**src/rtl/wired_bus_rx.sv**
```systemverilog
// Open-drain single-wire bus receiver. The line is synchronised and then majority
// filtered, LSB-first frames are decoded, and each good frame is presented on a valid/ready port.
module wired_bus_rx #(
  parameter int CLKS_PER_BIT = 16,
  parameter int DATA_W       = 8
) (
  input  logic              clk,
  input  logic              rst_n,
  input  logic              line,
  output logic [DATA_W-1:0] rx_data,
  output logic              rx_valid,
  input  logic              rx_ready,
  output logic              frame_err,
  output logic              overrun,
  output logic              busy
);
  localparam int CW = $clog2(CLKS_PER_BIT);
  localparam int IW = (DATA_W > 1) ? $clog2(DATA_W) : 1;
  localparam logic [CW-1:0] HALF = CW'(CLKS_PER_BIT/2 - 1);
  localparam logic [CW-1:0] FULL = CW'(CLKS_PER_BIT - 1);
  localparam logic [IW-1:0] LAST = IW'(DATA_W - 1);

  typedef enum logic [2:0] {WAIT_HI, IDLE, START, DATA, STOP} state_t;

  state_t            state, state_nxt;
  logic              s1, s2, filt;
  logic [2:0]        h;
  logic [CW-1:0]     cnt;
  logic [IW-1:0]     idx;
  logic [DATA_W-1:0] shreg;
  logic              tick, sample_bit, stop_ok, stop_bad, load;

  // A pulse one clock wide sets only one tap of h, so the majority vote
  // rejects it. Two or more taps pass through.
  always_ff @(posedge clk or negedge rst_n) begin
    if (!rst_n) begin
      s1   <= 1'b0;
      s2   <= 1'b0;
      h    <= 3'b000;
      filt <= 1'b0;
    end else begin
      s1   <= line;
      s2   <= s1;
      h    <= {h[1:0], s2};
      filt <= (h[0] & h[1]) | (h[0] & h[2]) | (h[1] & h[2]);
    end
  end

  assign tick = (cnt == '0);

  always_comb begin
    state_nxt  = state;
    sample_bit = 1'b0;
    stop_ok    = 1'b0;
    stop_bad   = 1'b0;
    case (state)
      WAIT_HI: if (filt) state_nxt = IDLE;
      IDLE:    if (!filt) state_nxt = START;
      START:   if (tick) state_nxt = filt ? IDLE : DATA;
      DATA: if (tick) begin
        sample_bit = 1'b1;
        if (idx == LAST) state_nxt = STOP;
      end
      STOP: if (tick) begin
        if (filt) begin
          stop_ok   = 1'b1;
          state_nxt = IDLE;
        end else begin
          stop_bad  = 1'b1;
          state_nxt = WAIT_HI;
        end
      end
      default: state_nxt = WAIT_HI;
    endcase
  end

  always_ff @(posedge clk or negedge rst_n) begin
    if (!rst_n) state <= WAIT_HI;
    else        state <= state_nxt;
  end

  // The counter preloads the half period while the FSM is waiting, so the start sample falls mid bit.
  always_ff @(posedge clk or negedge rst_n) begin
    if (!rst_n) begin
      cnt   <= HALF;
      idx   <= '0;
      shreg <= '0;
    end else begin
      if (state == IDLE || state == WAIT_HI) cnt <= HALF;
      else if (tick)                         cnt <= FULL;
      else                                   cnt <= cnt - 1'b1;
      if (state == START)   idx <= '0;
      else if (sample_bit)  idx <= idx + 1'b1;
      if (sample_bit) shreg[idx] <= filt;
    end
  end

  // A new frame loads when the port is empty or is being drained in the same clock.
  assign load = stop_ok & (~rx_valid | rx_ready);

  always_ff @(posedge clk or negedge rst_n) begin
    if (!rst_n) begin
      rx_data   <= '0;
      rx_valid  <= 1'b0;
      frame_err <= 1'b0;
      overrun   <= 1'b0;
    end else begin
      if (load) rx_data <= shreg;
      if (load)          rx_valid <= 1'b1;
      else if (rx_ready) rx_valid <= 1'b0;
      frame_err <= stop_bad;
      overrun   <= stop_ok & rx_valid & ~rx_ready;
    end
  end

  assign busy = (state != IDLE);

endmodule

```
**config.mk**
```make
export PLATFORM = sky130hd
export DESIGN_NAME = wired_bus_rx
export DESIGN_NICKNAME = d
export VERILOG_FILES = /design/src/rtl/wired_bus_rx.sv
export SDC_FILE = /design/constraint.sdc
export NUM_CORES = 1
export LEC_CHECK = 0
export ABC_AREA = 1
export CAP_MARGIN = 20
export CELL_PAD_IN_SITES_DETAIL_PLACEMENT = 1
export CELL_PAD_IN_SITES_GLOBAL_PLACEMENT = 2
export CORE_MARGIN = 2
export CORE_UTILIZATION = 37
export DETAILED_ROUTE_END_ITERATION = 8
export PLACE_DENSITY = 0.93
export SLEW_MARGIN = 20
export SYNTH_ARGS = -nofsm -noshare
export SYNTH_HDL_FRONTEND = slang
export SYNTH_SLANG_ARGS = --single-unit
export TNS_END_PERCENT = 100
```
**constraint.sdc**
```tcl
create_clock -name clk -period 3.7 [get_ports clk]
set_input_delay 1.11 -clock clk [delete_from_list [all_inputs] [get_ports clk]]
set_output_delay 1.11 -clock clk [all_outputs]
set_load 0.005 [all_outputs]
```
# After elaboration in Yosys (flattened, before gate mapping)
# Index checks and enable logic that the tools add are counted.
[classes]
bitwise_logic = 11
addsub = 2
reduce_logical = 7
mux = 26
n_eq_ne = 12
order_cmp = 2
[ops]
columns = ["op", "n"]
rows = [
  ["$mux W3", 8],
  ["$pmux W3 S5", 1],
  ["$mux W1", 12],
  ["$ne A2 B2 Y1 const B", 6],
  ["$bwmux W8", 1],
  ["$mux W4", 2],
  ["$and A1 B1 Y1", 6],
  ["$eq A3 B2 Y1 const B", 2],
  ["$eq A3 B3 Y1 const B", 2],
  ["$reduce_and A6 Y1", 1],
  ["$logic_not A4 Y1", 1],
  ["$lt A3 B4 Y1 const B", 1],
  ["$reduce_bool A2 Y1", 2],
  ["$sub A4 B1 Y4 const B", 1],
  ["$add A3 B1 Y3 const B", 1],
  ["$demux W1 S3", 1],
  ["$eq A3 B1 Y1 const B", 1],
  ["$ge A3 B1 Y1 const B", 1],
  ["$logic_not A3 Y1", 1],
  ["$ne A3 B1 Y1 const B", 1],
  ["$or A1 B1 Y1", 3],
  ["$mux W2", 1],
  ["$not A1 Y1", 2],
  ["$logic_and A1 B1 Y1", 1],
  ["$logic_or A1 B1 Y1", 1],
]
[word_totals]
ff_bits = 35
output_inout_bits = 12

# Depth between registers and ports, before layout
[logic_depth]
word_depth = 5
ltp_mapped = 8
mapped_depth_nobuf = 8

# Least setup slack after synthesis
# Ideal clock, no wire load.
[synth_path]
path_kind = "input port to flip-flop"
startpoint = "input port rx_ready"
endpoint = "register rx_data[6]"
path_slack_ps = 1915
t_required_ps = 3583
cell_stages = 6
path_buffers = 1
arrival_ps = 1668
cell_sequence = "inv_1 > nand2_1 > nand4_4 > buf_6 > nand2_2 > o21ai_2"
[synth_via]
elab_chain_cells = 2
[synth_rtl]
columns = ["item", "line_no", "source"]
rows = [
  ["start: declaration", "12", "input logic rx_ready,"],
  ["$or A1 B1 Y1", "99", "assign load = stop_ok & (~rx_valid | rx_ready);"],
  ["$and A1 B1 Y1", "99", ""],
  ["end signal: assignment", "108", "if (load) rx_data <= shreg;"],
  ["end: declaration", "10", "output logic [DATA_W-1:0] rx_data,"],
]
# No other way between the ends.
# A chain may end at the register's enable or synchronous reset.

# Final worst setup path
[layout_path]
startpoint = "register state[2]"
endpoint = "output port busy"
[layout_via]
elab_chain_cells = 1
[layout_rtl]
columns = ["item", "line_no", "source"]
rows = [
  ["start: declaration", "25", "state_t state, state_nxt;"],
  ["start signal: assignment", "79", "else state <= state_nxt;"],
  ["$ne A3 B1 Y1", "116", "assign busy = (state != IDLE);"],
  ["end: declaration", "15", "output logic busy"],
]
# No other way between the ends.

==> results.txt <==
- Result of the run: finished, final reports clean
* TritonCTS buffer count: 5
- Hold violation total from the final report: 0
- Max Clk Rate: 371 MHz
* Number of distinct library cell variants in the gate-level netlist after synthesis: 24
- In this run switching power makes up 31.8% of total power.
- Global-route wire length before repair: 6.12 mm
* Crit-path max FO: 5
- Final setup TNS: 0 ns
- Sorting the synthesized cells by how often they occur yields nand2_1, dfrtp_1, inv_1, nand3_1, o21ai_2.
* Setup violators final: 0
- For the worst setup path, the data arrival time is 1.58 ns.
- The via count of the first global-routing pass is 1293.
- Count of H-tree levels built during CTS: 2
- Standard cell core area: 4030 sq um
- Number of remaining DRC errors: 0
- STA classifies the critical path endpoint as an output port.
- Max-Cap Viols: 0
* Seq/Total Area, Yosys: 56.2%
- Most numerous cell in the Yosys netlist: nand2_1
- The worst setup path is launched from a flop.
* Total routed wirelength: 3.29 mm
* Critical Setup Path Class: reg -> out
* Maximum clock skew at final layout: 0.00676 ns
- Unrepaired setup endpoints after global routing: false
- After detailed routing, the number of vias per cell comes to 4.89.
- Synthesized instance count: 167
- In this run the remaining antenna-violating nets after routing total 0.
* Fill cell instance count of the final layout: 473
- Detailed Place HPWL: 2.44 mm
- Post-route minimum period: 2.69 ns
- The total overflow left after global routing is 0.
- Total power density per cell area: 528 nW/um^2
- Post-route cell area: 1860 sq um
* Maximum buffer depth of the clock tree: 2
- Highest Signal Layer: met4
- After synthesis, the share of flip-flops with an asynchronous set or reset is 100%.
- Data on the critical path is required at its endpoint by 2.59 ns.
- Static Leak: 0.881 nW
- The final max-slew violation count came to 0.
- Yosys Warn Count: 0
- Post-cts hold buffer count: 0
* DRT iter0 DRCs: 24
- After clock tree synthesis, the repair step resized 0 gates.
- Count of antenna diodes in the layout: 0
- In the final layout, the multi-input gates occupy 574 sq um.
- For this configuration, the core starts out at a cell density of 38.9%.
* Synthesized area: 1570 sq um
* Routed wire length per instance: 13.8 microns
- In this run the post-CTS setup repair buffer count came out at 0.
- Counting every net in the synthesized netlist gives 174.
* Seq cells post-synth: 35
* Die width: 69.1 microns
- At the pin with the least slew margin, the transition time is 0.441 ns.
- In this run, the combinational gates consume 22.8% of the power.
- The synthesized design contains 0 enable-type register cells.
* FP Rows: 23
- R2R setup slack: 2.13 ns
- By area the synthesized netlist is led by dfrtp_1, nand2_1, dfstp_2, inv_1, o21ai_2.
* Clock tree sinks: 35
- Sequential power share: 46.9%
- Worst-Skew Late Latency: 0.28 ns
* Port-buffer cells: 15
* Routed via count: 1164
* Share of the clock period used by the worst path: 72.8%
- Area after detailed placement: 1760 sq um
- Sequential cell area: 880 sq um
- Weighted congestion at the end of routability-driven global placement: 0.867
- Max rail drop VDD: 232 uV
* Min-Delay Path Class: reg -> reg
* Max-slew headroom at the worst pin: 70.6%
- In the final layout, the share of cells above drive strength 1 is 15.4%.
- Vert. Die Dim: 69.1 microns
* Fraction of post-synthesis cell area in the top cell type by area: 51.1%
* Initial antenna violation count: 0
* Clock power frac: 30.3%
- Mapped Avg Cell Area: 9.38 sq um
- Ports: 16
- Largest net degree at the start of global routing: 36
* Total routing resource utilization after global routing: 15.9%
- From synthesis to final layout, the design area changed by 18.5%.
- Cell type with the largest total area after synthesis: dfrtp_1
- CTS root buf: clkbuf_8
- For this run, the post-layout net count is 194.
- In this run the power spent charging and discharging nets is 0.000311 W.
* CTS tree: done
- For this run, the leading register cell type out of synthesis is dfrtp_1.
- Cell-internal power: 0.000669 W
- Clock-pin slew on the worst setup and hold paths: 0.07 ns
* Met2 routed wirelength: 1.64 mm
- Met3 wirelength from detailed routing: 86 microns
- Wl on met1: 1.52 mm
- The floorplan step defined a die boundary enclosing 4770 sq um.
- Final total power: 0.000980 W
- First-pass iteration count of the detailed router: 4
## through the flow
step	util (%)	setup slack, ns	hold slack [ns]	instances
finish	46.1	1.01	0.355	238
global placement	43.6	1.36	0.337	230
detailed placement	43.6	1.28	0.341	230
floorplan	-	1.92	0.331	167
CTS	46.1	1.01	0.363	238
global route	46.1	0.922	0.368	238
## cell type report
cell class / instances / share of cell area, %
sequential: 35 / 47.4
tap: 50 / 3.37
multi-input combinational: 107 / 30.9
timing repair buffer: 16 / 8.49
clock buffer: 8 / 5.39
inverter: 22 / 4.45
## power groups by stage
stage,sequential [W],combinational (W),clock (W)
final,0.000460,0.000223,0.000297
after global routing,0.000463,0.000261,0.000326
after CTS,0.000459,0.000226,0.000308
after detailed placement,0.000466,0.000222,0
after global placement,0.000461,0.000208,0
after floorplan,0.000454,0.000160,0
## registers in the layout (all words and copies together), names as in the netlist
name,cells
shreg,8
h,3
state,3
s2,1
frame_err,1
s1,1
cnt,4
overrun,1
filt,1
rx_valid,1
rx_data,8
idx,3
## layer usage
layer	vias to the layer above	global-route usage, %
met3	4	4.24
met5	-	0
li1	575	-
met1	571	20.6
met2	14	25.7
met4	0	5.23
## critical path, cell delays in order, from the launching register on
cell             delay [ns]
dfrtp_1                0.45
inv_1                  0.11
nand3b_1               0.20
clkdlybuf4s50_1        0.54
## placed cells by master, fill, tap and decap left out, drive strengths merged
cell type / synthesis / layout
nand3: 12 / 12
inv: 22 / 22
o21ai: 20 / 20
buf: 3 / 1
nor2: 10 / 10
nand2: 49 / 49
a21oi: 1 / 1
dfstp: 3 / 3
maj3: 1 / 1
nor3: 2 / 2
nand3b: 1 / 1
clkdlybuf4s50: 0 / 15
dfrtp: 32 / 32
ha: 3 / 3
a31oi: 1 / 1
or2: 1 / 1
clkbuf: 0 / 8
nand4: 6 / 6
## final timing paths
| kind | to | start | depth (start not counted) |
|---|---|---|---|
| worst max register to register | rx_data[0] | cnt[0] | 7 |
| worst min register to register | h[0] | s2 | 0 |
| min in group asynchronous | state[1] | rst_n | 2 |
| max in group asynchronous | cnt[2] | rst_n | 2 |
| worst min-delay path | h[0] | s2 | 0 |
| worst max-delay path | busy | state[2] | 3 |
## cells by family after synthesis
kind of cell | synth area share (%)
adder cells (fa/ha/maj) | 3.04
AND/OR/NAND/NOR | 24.6
AO/OA/AOI/OAI | 9.03
flip-flops | 56.2
buffers and inverters | 7.19
(Power assumes the default switching activity.)
